===== src/rtl/byte_serial_add_ctrl_if.sv =====
// byte_serial_add_ctrl_if
// Groups the signals of the byte-serial addition sequencer:
//   - command: start, cin, done, cout, overflow
//   - input stream: in_valid/in_ready with the a_byte/b_byte operand pair
//   - adder port: add_x/add_y/add_c0 out to the 8-bit adder, add_s/add_c8 back
//   - output stream: out_valid/out_ready with sum_byte and out_last
// Modports:
//   slave  - the sequencer itself
//   master - the surrounding logic (control, byte source, adder, byte sink)
interface byte_serial_add_ctrl_if;
    logic       start;
    logic       cin;
    logic       in_valid;
    logic       in_ready;
    logic [7:0] a_byte;
    logic [7:0] b_byte;
    logic [7:0] add_x;
    logic [7:0] add_y;
    logic       add_c0;
    logic [7:0] add_s;
    logic       add_c8;
    logic       out_valid;
    logic       out_ready;
    logic [7:0] sum_byte;
    logic       out_last;
    logic       done;
    logic       cout;
    logic       overflow;

    modport slave (
        input  start, cin, in_valid, a_byte, b_byte, add_s, add_c8, out_ready,
        output in_ready, add_x, add_y, add_c0, out_valid, sum_byte, out_last,
               done, cout, overflow
    );

    modport master (
        output start, cin, in_valid, a_byte, b_byte, add_s, add_c8, out_ready,
        input  in_ready, add_x, add_y, add_c0, out_valid, sum_byte, out_last,
               done, cout, overflow
    );
endinterface


===== src/rtl/byte_serial_add_ctrl.sv =====
// byte_serial_add_ctrl
// Sequences an NBYTES-wide addition through an external 8-bit adder, one
// byte pair per accepted input beat, least-significant byte first. The
// carry is chained between bytes in carry_q. Result bytes leave through a
// single-entry valid/ready output register; after the last byte drains,
// done pulses once and cout (and overflow) hold until the next start.
//
// Parameters:
//   NBYTES - operand length in bytes (1..16)
// Ports:
//   clk   - rising-edge clock
//   rst_n - asynchronous active-low reset
//   bus   - byte_serial_add_ctrl_if.slave (command, streams, adder port)
// Build option:
//   SERIAL_ADD_OVF_EN - when defined, overflow reports signed overflow of
//                       the full-width sum; otherwise overflow is tied to 0.
module byte_serial_add_ctrl #(
    parameter int NBYTES = 4
) (
    input logic                   clk,
    input logic                   rst_n,
    byte_serial_add_ctrl_if.slave bus
);

    localparam int CNT_W = $clog2(NBYTES + 1);

    typedef enum logic [1:0] {
        IDLE  = 2'd0,
        RUN   = 2'd1,
        DRAIN = 2'd2
    } state_t;

    state_t           state_q;
    logic             carry_q;
    logic [CNT_W-1:0] cnt_q;
    logic [7:0]       sum_q;
    logic             out_valid_q;
    logic             out_last_q;
    logic             done_q;
    logic             cout_q;

    logic accept;
    logic out_hs;
    logic last_beat;

    // Adder sits directly in the input path; only the carry is registered.
    assign bus.add_x  = bus.a_byte;
    assign bus.add_y  = bus.b_byte;
    assign bus.add_c0 = carry_q;

    assign out_hs    = out_valid_q && bus.out_ready;
    // Accept a new pair whenever the output register is free or being
    // emptied this cycle, giving one byte per cycle at full throughput.
    assign bus.in_ready = (state_q == RUN) && (!out_valid_q || bus.out_ready);
    assign accept       = bus.in_valid && bus.in_ready;
    assign last_beat    = (cnt_q == CNT_W'(NBYTES - 1));

    assign bus.sum_byte  = sum_q;
    assign bus.out_valid = out_valid_q;
    assign bus.out_last  = out_last_q;
    assign bus.done      = done_q;
    assign bus.cout      = cout_q;

`ifdef SERIAL_ADD_OVF_EN
    logic ovf_q;
    assign bus.overflow = ovf_q;
`else
    assign bus.overflow = 1'b0;
`endif

    always_ff @(posedge clk or negedge rst_n) begin
        if (!rst_n) begin
            state_q     <= IDLE;
            carry_q     <= 1'b0;
            cnt_q       <= '0;
            sum_q       <= 8'h00;
            out_valid_q <= 1'b0;
            out_last_q  <= 1'b0;
            done_q      <= 1'b0;
            cout_q      <= 1'b0;
`ifdef SERIAL_ADD_OVF_EN
            ovf_q       <= 1'b0;
`endif
        end else begin
            done_q <= 1'b0;
            case (state_q)
                IDLE: begin
                    if (bus.start) begin
                        carry_q <= bus.cin;
                        cnt_q   <= '0;
                        cout_q  <= 1'b0;
`ifdef SERIAL_ADD_OVF_EN
                        ovf_q   <= 1'b0;
`endif
                        state_q <= RUN;
                    end
                end

                RUN: begin
                    if (accept) begin
                        // Reload wins over a simultaneous output handshake.
                        sum_q       <= bus.add_s;
                        carry_q     <= bus.add_c8;
                        out_valid_q <= 1'b1;
                        out_last_q  <= last_beat;
                        cnt_q       <= cnt_q + CNT_W'(1);
                        if (last_beat) begin
                            cout_q  <= bus.add_c8;
`ifdef SERIAL_ADD_OVF_EN
                            // Operands share a sign but the top result bit does not.
                            ovf_q   <= (bus.a_byte[7] == bus.b_byte[7]) &&
                                       (bus.add_s[7] != bus.a_byte[7]);
`endif
                            state_q <= DRAIN;
                        end
                    end else if (out_hs) begin
                        out_valid_q <= 1'b0;
                        out_last_q  <= 1'b0;
                    end
                end

                DRAIN: begin
                    if (out_hs) begin
                        out_valid_q <= 1'b0;
                        out_last_q  <= 1'b0;
                        done_q      <= 1'b1;
                        state_q     <= IDLE;
                    end
                end

                default: state_q <= IDLE;
            endcase
        end
    end

endmodule


===== src/flat_wrapper.sv =====
// flat-port wrapper written by rule: the top's interface ports become plain ports
module byte_serial_add_ctrl_flat 
#(
    parameter int NBYTES = 4
)
  (clk, rst_n, bus_start, bus_cin, bus_in_valid, bus_a_byte, bus_b_byte, bus_add_s, bus_add_c8, bus_out_ready, bus_in_ready, bus_add_x, bus_add_y, bus_add_c0, bus_out_valid, bus_sum_byte, bus_out_last, bus_done, bus_cout, bus_overflow);
  byte_serial_add_ctrl_if bus_i ();
  input logic clk;
  input logic rst_n;
  input wire logic [$bits(bus_i.start)-1:0] bus_start;
  input wire logic [$bits(bus_i.cin)-1:0] bus_cin;
  input wire logic [$bits(bus_i.in_valid)-1:0] bus_in_valid;
  input wire logic [$bits(bus_i.a_byte)-1:0] bus_a_byte;
  input wire logic [$bits(bus_i.b_byte)-1:0] bus_b_byte;
  input wire logic [$bits(bus_i.add_s)-1:0] bus_add_s;
  input wire logic [$bits(bus_i.add_c8)-1:0] bus_add_c8;
  input wire logic [$bits(bus_i.out_ready)-1:0] bus_out_ready;
  output wire logic [$bits(bus_i.in_ready)-1:0] bus_in_ready;
  output wire logic [$bits(bus_i.add_x)-1:0] bus_add_x;
  output wire logic [$bits(bus_i.add_y)-1:0] bus_add_y;
  output wire logic [$bits(bus_i.add_c0)-1:0] bus_add_c0;
  output wire logic [$bits(bus_i.out_valid)-1:0] bus_out_valid;
  output wire logic [$bits(bus_i.sum_byte)-1:0] bus_sum_byte;
  output wire logic [$bits(bus_i.out_last)-1:0] bus_out_last;
  output wire logic [$bits(bus_i.done)-1:0] bus_done;
  output wire logic [$bits(bus_i.cout)-1:0] bus_cout;
  output wire logic [$bits(bus_i.overflow)-1:0] bus_overflow;
  assign bus_i.start = bus_start;
  assign bus_i.cin = bus_cin;
  assign bus_i.in_valid = bus_in_valid;
  assign bus_i.a_byte = bus_a_byte;
  assign bus_i.b_byte = bus_b_byte;
  assign bus_i.add_s = bus_add_s;
  assign bus_i.add_c8 = bus_add_c8;
  assign bus_i.out_ready = bus_out_ready;
  assign bus_in_ready = bus_i.in_ready;
  assign bus_add_x = bus_i.add_x;
  assign bus_add_y = bus_i.add_y;
  assign bus_add_c0 = bus_i.add_c0;
  assign bus_out_valid = bus_i.out_valid;
  assign bus_sum_byte = bus_i.sum_byte;
  assign bus_out_last = bus_i.out_last;
  assign bus_done = bus_i.done;
  assign bus_cout = bus_i.cout;
  assign bus_overflow = bus_i.overflow;
  byte_serial_add_ctrl #(.NBYTES(NBYTES)) u_core (.clk(clk), .rst_n(rst_n), .bus(bus_i));
endmodule

===== config.mk =====
export PLATFORM = sky130hd
export DESIGN_NAME = byte_serial_add_ctrl_flat
export DESIGN_NICKNAME = d
export VERILOG_FILES = /design/src/rtl/byte_serial_add_ctrl_if.sv /design/src/rtl/byte_serial_add_ctrl.sv /design/src/flat_wrapper.sv
export SDC_FILE = /design/constraint.sdc
export NUM_CORES = 1
export LEC_CHECK = 0
export ABC_AREA = 0
export ABC_CLOCK_PERIOD_IN_PS = 2700
export CAP_MARGIN = 10
export CORE_MARGIN = 5
export CORE_UTILIZATION = 41
export DETAILED_ROUTE_END_ITERATION = 10
export PLACE_DENSITY = 0.85
export SLEW_MARGIN = 30
export SYNTH_ARGS = -nofsm -noshare
export SYNTH_HDL_FRONTEND = slang
export SYNTH_SLANG_ARGS = --single-unit

===== constraint.sdc =====
create_clock -name clk -period 2.7 [get_ports clk]
set_input_delay 0.405 -clock clk [delete_from_list [all_inputs] [get_ports clk]]
set_output_delay 0.405 -clock clk [all_outputs]
set_load 0.05 [all_outputs]

Word level (Yosys, flattened, before mapping)

Cells that the tools add are included.

Bits in registers: 18
Input port bits: 31
Output and inout port bits: 31
Logic and storage cells: 51

$add $sub $neg: 1
Equal/unequal tests: 7
Multiplexer cells: 23
Reductions and logical operators: 12

Operator list:

| operator              | number |
|---|---|
| $mux W1               | 11 |
| $mux W2               | 4 |
| $pmux W1 S2           | 4 |
| $reduce_and A4 Y1     | 2 |
| $mux W3               | 2 |
| $ne A2 B1 Y1 const B  | 3 |
| $pmux W2 S3           | 1 |
| $pmux W3 S2           | 1 |
| $reduce_bool A2 Y1    | 2 |
| $add A3 B1 Y3 const B | 1 |
| $eq A3 B2 Y1 const B  | 1 |
| $logic_and A1 B1 Y1   | 3 |
| $reduce_and A3 Y1     | 1 |
| $eq A2 B1 Y1 const B  | 1 |
| $eq A2 B2 Y1 const B  | 1 |
| $logic_not A2 Y1      | 1 |
| $ne A2 B2 Y1 const B  | 1 |
| $reduce_and A2 Y1     | 1 |
| $logic_not A1 Y1      | 1 |
| $logic_or A1 B1 Y1    | 1 |

Depth between registers and ports, before layout

Word-level depth: 6
Gate-level depth with buffers: 6
Depth with buffers taken out: 6

Least setup slack after synthesis

OpenSTA, ideal clock, no wires.

Path kind: register to output
Start: reg u_core.out_valid_q (netlist: u_core.bus.out_valid)
End: out bus_in_ready
Data arrival time: 1.602 ns
Data required time: 2.295 ns
Slack: 0.693 ns
Cell stages (with the launch flop): 4
Path through: dfrtp_1 > nor2b_1 > clkbuf_2 > nor2_1

Word-level cells in the longest chain between the ends: 3

Ends and longest elaborated chain:

| element                | line                        | RTL |
|---|---|---|
| start, declared        | byte_serial_add_ctrl.sv:37  | `logic out_valid_q;` |
| start signal, assigned | byte_serial_add_ctrl.sv:77  | `out_valid_q <= 1'b0;` |
| start signal, assigned | byte_serial_add_ctrl.sv:104 | `out_valid_q <= 1'b1;` |
| start signal, assigned | byte_serial_add_ctrl.sv:117 | `out_valid_q <= 1'b0;` |
| $logic_not A1 Y1       | byte_serial_add_ctrl.sv:54  | `assign bus.in_ready = (state_q == RUN) && (!out_valid_q \|\| bus.out_ready);` |
| $logic_or A1 B1 Y1     | byte_serial_add_ctrl.sv:54  |  |
| $logic_and A1 B1 Y1    | byte_serial_add_ctrl.sv:54  |  |
| end, declared          | flat_wrapper.sv:18          | `output wire logic [$bits(bus_i.in_ready)-1:0] bus_in_ready;` |

Every way passes these cells.

Worst setup path in the final report

Start: reg u_core.state_q[1]
End: reg u_core.carry_q (netlist: u_core.bus.add_c0)

Word-level cells in the longest chain between the ends: 5
Elaborated cells on any way between the ends: 9
Those cells by class: eq/ne (3); mux (1); reduce/logical (5)

Ends and longest elaborated chain:

| element                            | line                                                   | RTL |
|---|---|---|
| start, declared                    | byte_serial_add_ctrl.sv:33                             | `state_t state_q;` |
| start signal, assigned             | byte_serial_add_ctrl.sv:73                             | `state_q <= IDLE;` |
| start signal, assigned             | byte_serial_add_ctrl.sv:95                             | `state_q <= RUN;` |
| start signal, assigned             | byte_serial_add_ctrl.sv:114                            | `state_q <= DRAIN;` |
| $eq A2 B1 Y1                       | byte_serial_add_ctrl.sv:54, byte_serial_add_ctrl.sv:86 |  |
| $logic_and A1 B1 Y1                | byte_serial_add_ctrl.sv:54                             |  |
| $logic_and A1 B1 Y1                | byte_serial_add_ctrl.sv:55                             | `assign accept = bus.in_valid && bus.in_ready;` |
| $ne A2 B1 Y1 (no source line)      | --                                                     |  |
| $reduce_and A3 Y1 (no source line) | --                                                     |  |
| end signal, assigned               | byte_serial_add_ctrl.sv:89                             | `carry_q <= bus.cin;` |
| end signal, assigned               | byte_serial_add_ctrl.sv:103                            | `carry_q <= bus.add_c8;` |
| end, declared                      | byte_serial_add_ctrl.sv:34                             | `logic carry_q;` |

Parallel ways exist; a longest one is shown, timed or not.
A chain may end at the register's enable or synchronous reset.

==> flow_metrics.tcl <==
set metrics [dict create \
    vias 868 \
    fmax_ghz 0.476 \
    hpwl_mm 1.95 \
    regArea_um2 450 \
    grt_pass1_vias 942 \
    required_ns 2.89 \
    rsz0062_at_grt "no" \
    cts-hold-fix-buffers 0 \
    grt_antenna_before_repair 0 \
    pre_cts_slack_ns 0.441 \
    yosys-top-cells-count "dfrtp_1 (18), buf_4 (17), o21ai_0 (10)" \
    routed_wl_mm 2.48 \
    drv_cap 0 \
    finClkSkew_ns 0.00196 \
    end_kind "register" \
    dr.pass1.iters 4 \
    setup-tns-final_ns 0 \
    ys_warn_count 0 \
    grt_max_degree 19 \
    clk_pin_slew_worst_paths_ns 0.09 \
    dieArea_um2 3820 \
    ys_seq_area_frac 0.410 \
    synth_edf_count 0 \
    dr.first_iter.drc_count 21 \
    syn-cell-area_um2 1100 \
    drv_slew 0 \
    fin_nets 162 \
    syn2layout_area_growth_pct 18.7 \
    grt_pass1_wl_mm 4.11 \
    rr_startpoint "u_core.state_q[1]$_DFFE_PN0P_" \
    regToRegSetupSlack_ns 0.60 \
    cts_num_sinks 18 \
    die_h_um 61.8 \
    finalSetupViolations 0 \
    cts_resized 0 \
    async_reset_ff_frac 1.00 \
    cp_slowest_cell "nor3_4" \
    p_leak_nw 0.554 \
    holdWs_ns 0.518 \
    syn_inst 111 \
    hold_violations 0 \
    antenna_left 0 \
    max_slew_margin 0.477 \
    crit_path_end "u_core.bus.add_c0$_DFFE_PN0P_" \
    core_um2 2520 \
    crit_cells 6 \
    synth.top_cell.area_share 0.410 \
    worstPathMaxFanout 10 \
    io-pin-count 62 \
    clockRootBuffer "clkbuf_4" \
    insertedDiodeCount 0 \
    cp_top_family "simple AND/OR/NAND/NOR gates" \
    multi_input_area_um2 490 \
    grt.total_usage 0.146 \
    path_cells "inv_1 -> ha_1 -> inv_2 -> nor3_4 -> mux2_4 -> o211a_1" \
    layout_setup_ws_ns 0.599 \
    die_w_um 61.8 \
    fillers 249 \
    wl_per_cell_um 16.1 \
    final.period_utilization 0.778 \
    synth_top_family_by_area "compound AO/OA/AOI/OAI gates" \
    portBuffers 28 \
    powerDensity_nw_per_um2 1200 \
    synthXorXnorAreaFrac 0 \
    worst_pin_slew_ns 0.782 \
    status "completed" \
    synth_compound_area_frac 0.155 \
    synth_mux_area_frac 0.105 \
    synth_most_common_cell "dfrtp_1" \
    cts_setup_buffers 0 \
    routed_via_density 5.64 \
    slowest_delay_ns 0.48 \
    ys_types 32 \
    worstSetupPathType "reg2reg" \
    rows 18 \
    critPathLaunch "u_core.state_q[1]$_DFFE_PN0P_" \
    critPathBufInv 2 \
    ir_drop_mv 0.741 \
    grt_overflow 0 \
    worstSetupStartpointType "register" \
    clk_latency_ns 0.29 \
    cts_tree "built" \
    finalCriticalPeriod_ns 2.10 \
    rr_endpoint "u_core.bus.add_c0$_DFFE_PN0P_" \
    hold_path.class "reg2reg" \
    ys_ff_latch 18 \
    synth-main-ff-cell "dfrtp_1" \
    synthSimpleGateAreaFrac 0.126 \
    cts_made_buffers 3 \
    synth_largest_area_cell "dfrtp_1" \
    clock_path_buffers 2 \
    start_util 0.436 \
    synth_area_leaders "dfrtp_1 (41%), buf_4 (12%), mux2_2 (8.2%), ha_1 (5.7%), o21ai_0 (4.6%)" \
    drive_above_1_share 0.129 \
    synthAdderAreaFrac 0.0569 \
    synth_fp_nets 147 \
    r2r_cells 6 \
    place_congestion 0.872 \
    remaining_drc_errors 0 \
    cts_max_level 1 \
    crit_arrival_ns 2.29 \
    synth.avg_cell_area_um2 9.91 \
]
## logic make-up after synthesis
group / after synthesis
compound gates: 27
fa+ha+maj: 5
buf+inv: 25
simple gates: 25
mux: 10
flops: 18
other cells: 1
## sequential cells by signal (all words and copies together) (netlist names)
signal                flops
u_core.bus.out_last       1
u_core.bus.add_c0         1
u_core.bus.sum_byte       8
u_core.cnt_q              3
u_core.bus.done           1
u_core.bus.cout           1
u_core.bus.out_valid      1
u_core.state_q            2
## layout by cell type (no fill, tap or decap)
master,n
nand3_1,2
nor4b_1,1
a31oi_1,3
a21o_2,1
a21oi_1,6
inv_1,6
clkdlybuf4s50_1,27
nor2_1,5
o2bb2ai_1,1
a22o_1,1
and3_1,1
dfrtp_1,18
clkbuf_4,3
mux2_2,8
inv_2,1
o211a_1,1
mux2i_1,1
o21ai_0,10
nor3_4,1
nand2b_1,1
nor4_1,3
buf_4,1
a32o_1,1
conb_1,1
nand2_1,6
o211ai_1,1
nor3_1,1
ha_1,5
nand4_1,1
o31a_1,2
or2b_1,1
mux2_4,1
nor2b_1,2
## worst register-to-register path: cells and delay by family, from the launching register on
family          cells  cell delay, ns
mux                 1            0.34
flops               1            0.41
compound gates      1            0.21
buf+inv             2            0.23
simple gates        1            0.48
fa+ha+maj           1            0.33
## metrics by stage
stage | total power, mW | area [um2] | std cells | utilization
6_report | 1.57 | 1310 | 154 | 0.517
5_1_grt | 1.67 | 1310 | 154 | 0.517
4_1_cts | 1.59 | 1310 | 154 | 0.517
3_5_place_dp | 1.45 | 1280 | 151 | 0.508
3_3_place_gp | 1.42 | 1280 | 151 | 0.508
2_1_floorplan | 1.20 | 1100 | 111 | -
## how the worst min path moves through the flow
stage                                       start                                 end  slack [ns]  cells after the start
6_report       u_core.bus.sum_byte[1]$_DFFE_PN0P_  u_core.bus.sum_byte[1]$_DFFE_PN0P_        0.52                      1
5_1_grt        u_core.bus.sum_byte[6]$_DFFE_PN0P_  u_core.bus.sum_byte[6]$_DFFE_PN0P_        0.55                      1
4_1_cts           u_core.bus.out_last$_DFFE_PN0P_     u_core.bus.out_last$_DFFE_PN0P_        0.53                      1
3_5_place_dp      u_core.bus.out_last$_DFFE_PN0P_     u_core.bus.out_last$_DFFE_PN0P_        0.50                      1
3_3_place_gp      u_core.bus.out_last$_DFFE_PN0P_     u_core.bus.out_last$_DFFE_PN0P_        0.48                      1
2_1_floorplan                               rst_n       u_core.bus.add_c0$_DFFE_PN0P_        0.11                      0
## report_power, final
group / switching [mW] / total, mW / internal [mW]
Clock: 0.0795 / 0.131 / 0.0520
Sequential: 0.0804 / 0.460 / 0.380
Combinational: 0.614 / 0.980 / 0.366
Total: 0.774 / 1.57 / 0.798
## layout make-up
type | count | area share
tap | 30 | 0.0288
multi-input combinational | 68 | 0.376
clock buffer | 3 | 0.0173
timing repair buffer | 28 | 0.213
inverter | 7 | 0.0201
sequential | 18 | 0.345
## per-layer routing
metal / part of all wire / global-route usage
met5: 0 / 0
met3: 0.12 / 0.0558
met4: 0.028 / 0.0939
met2: 0.46 / 0.233
met1: 0.39 / 0.163
(Power assumes the default switching activity.)
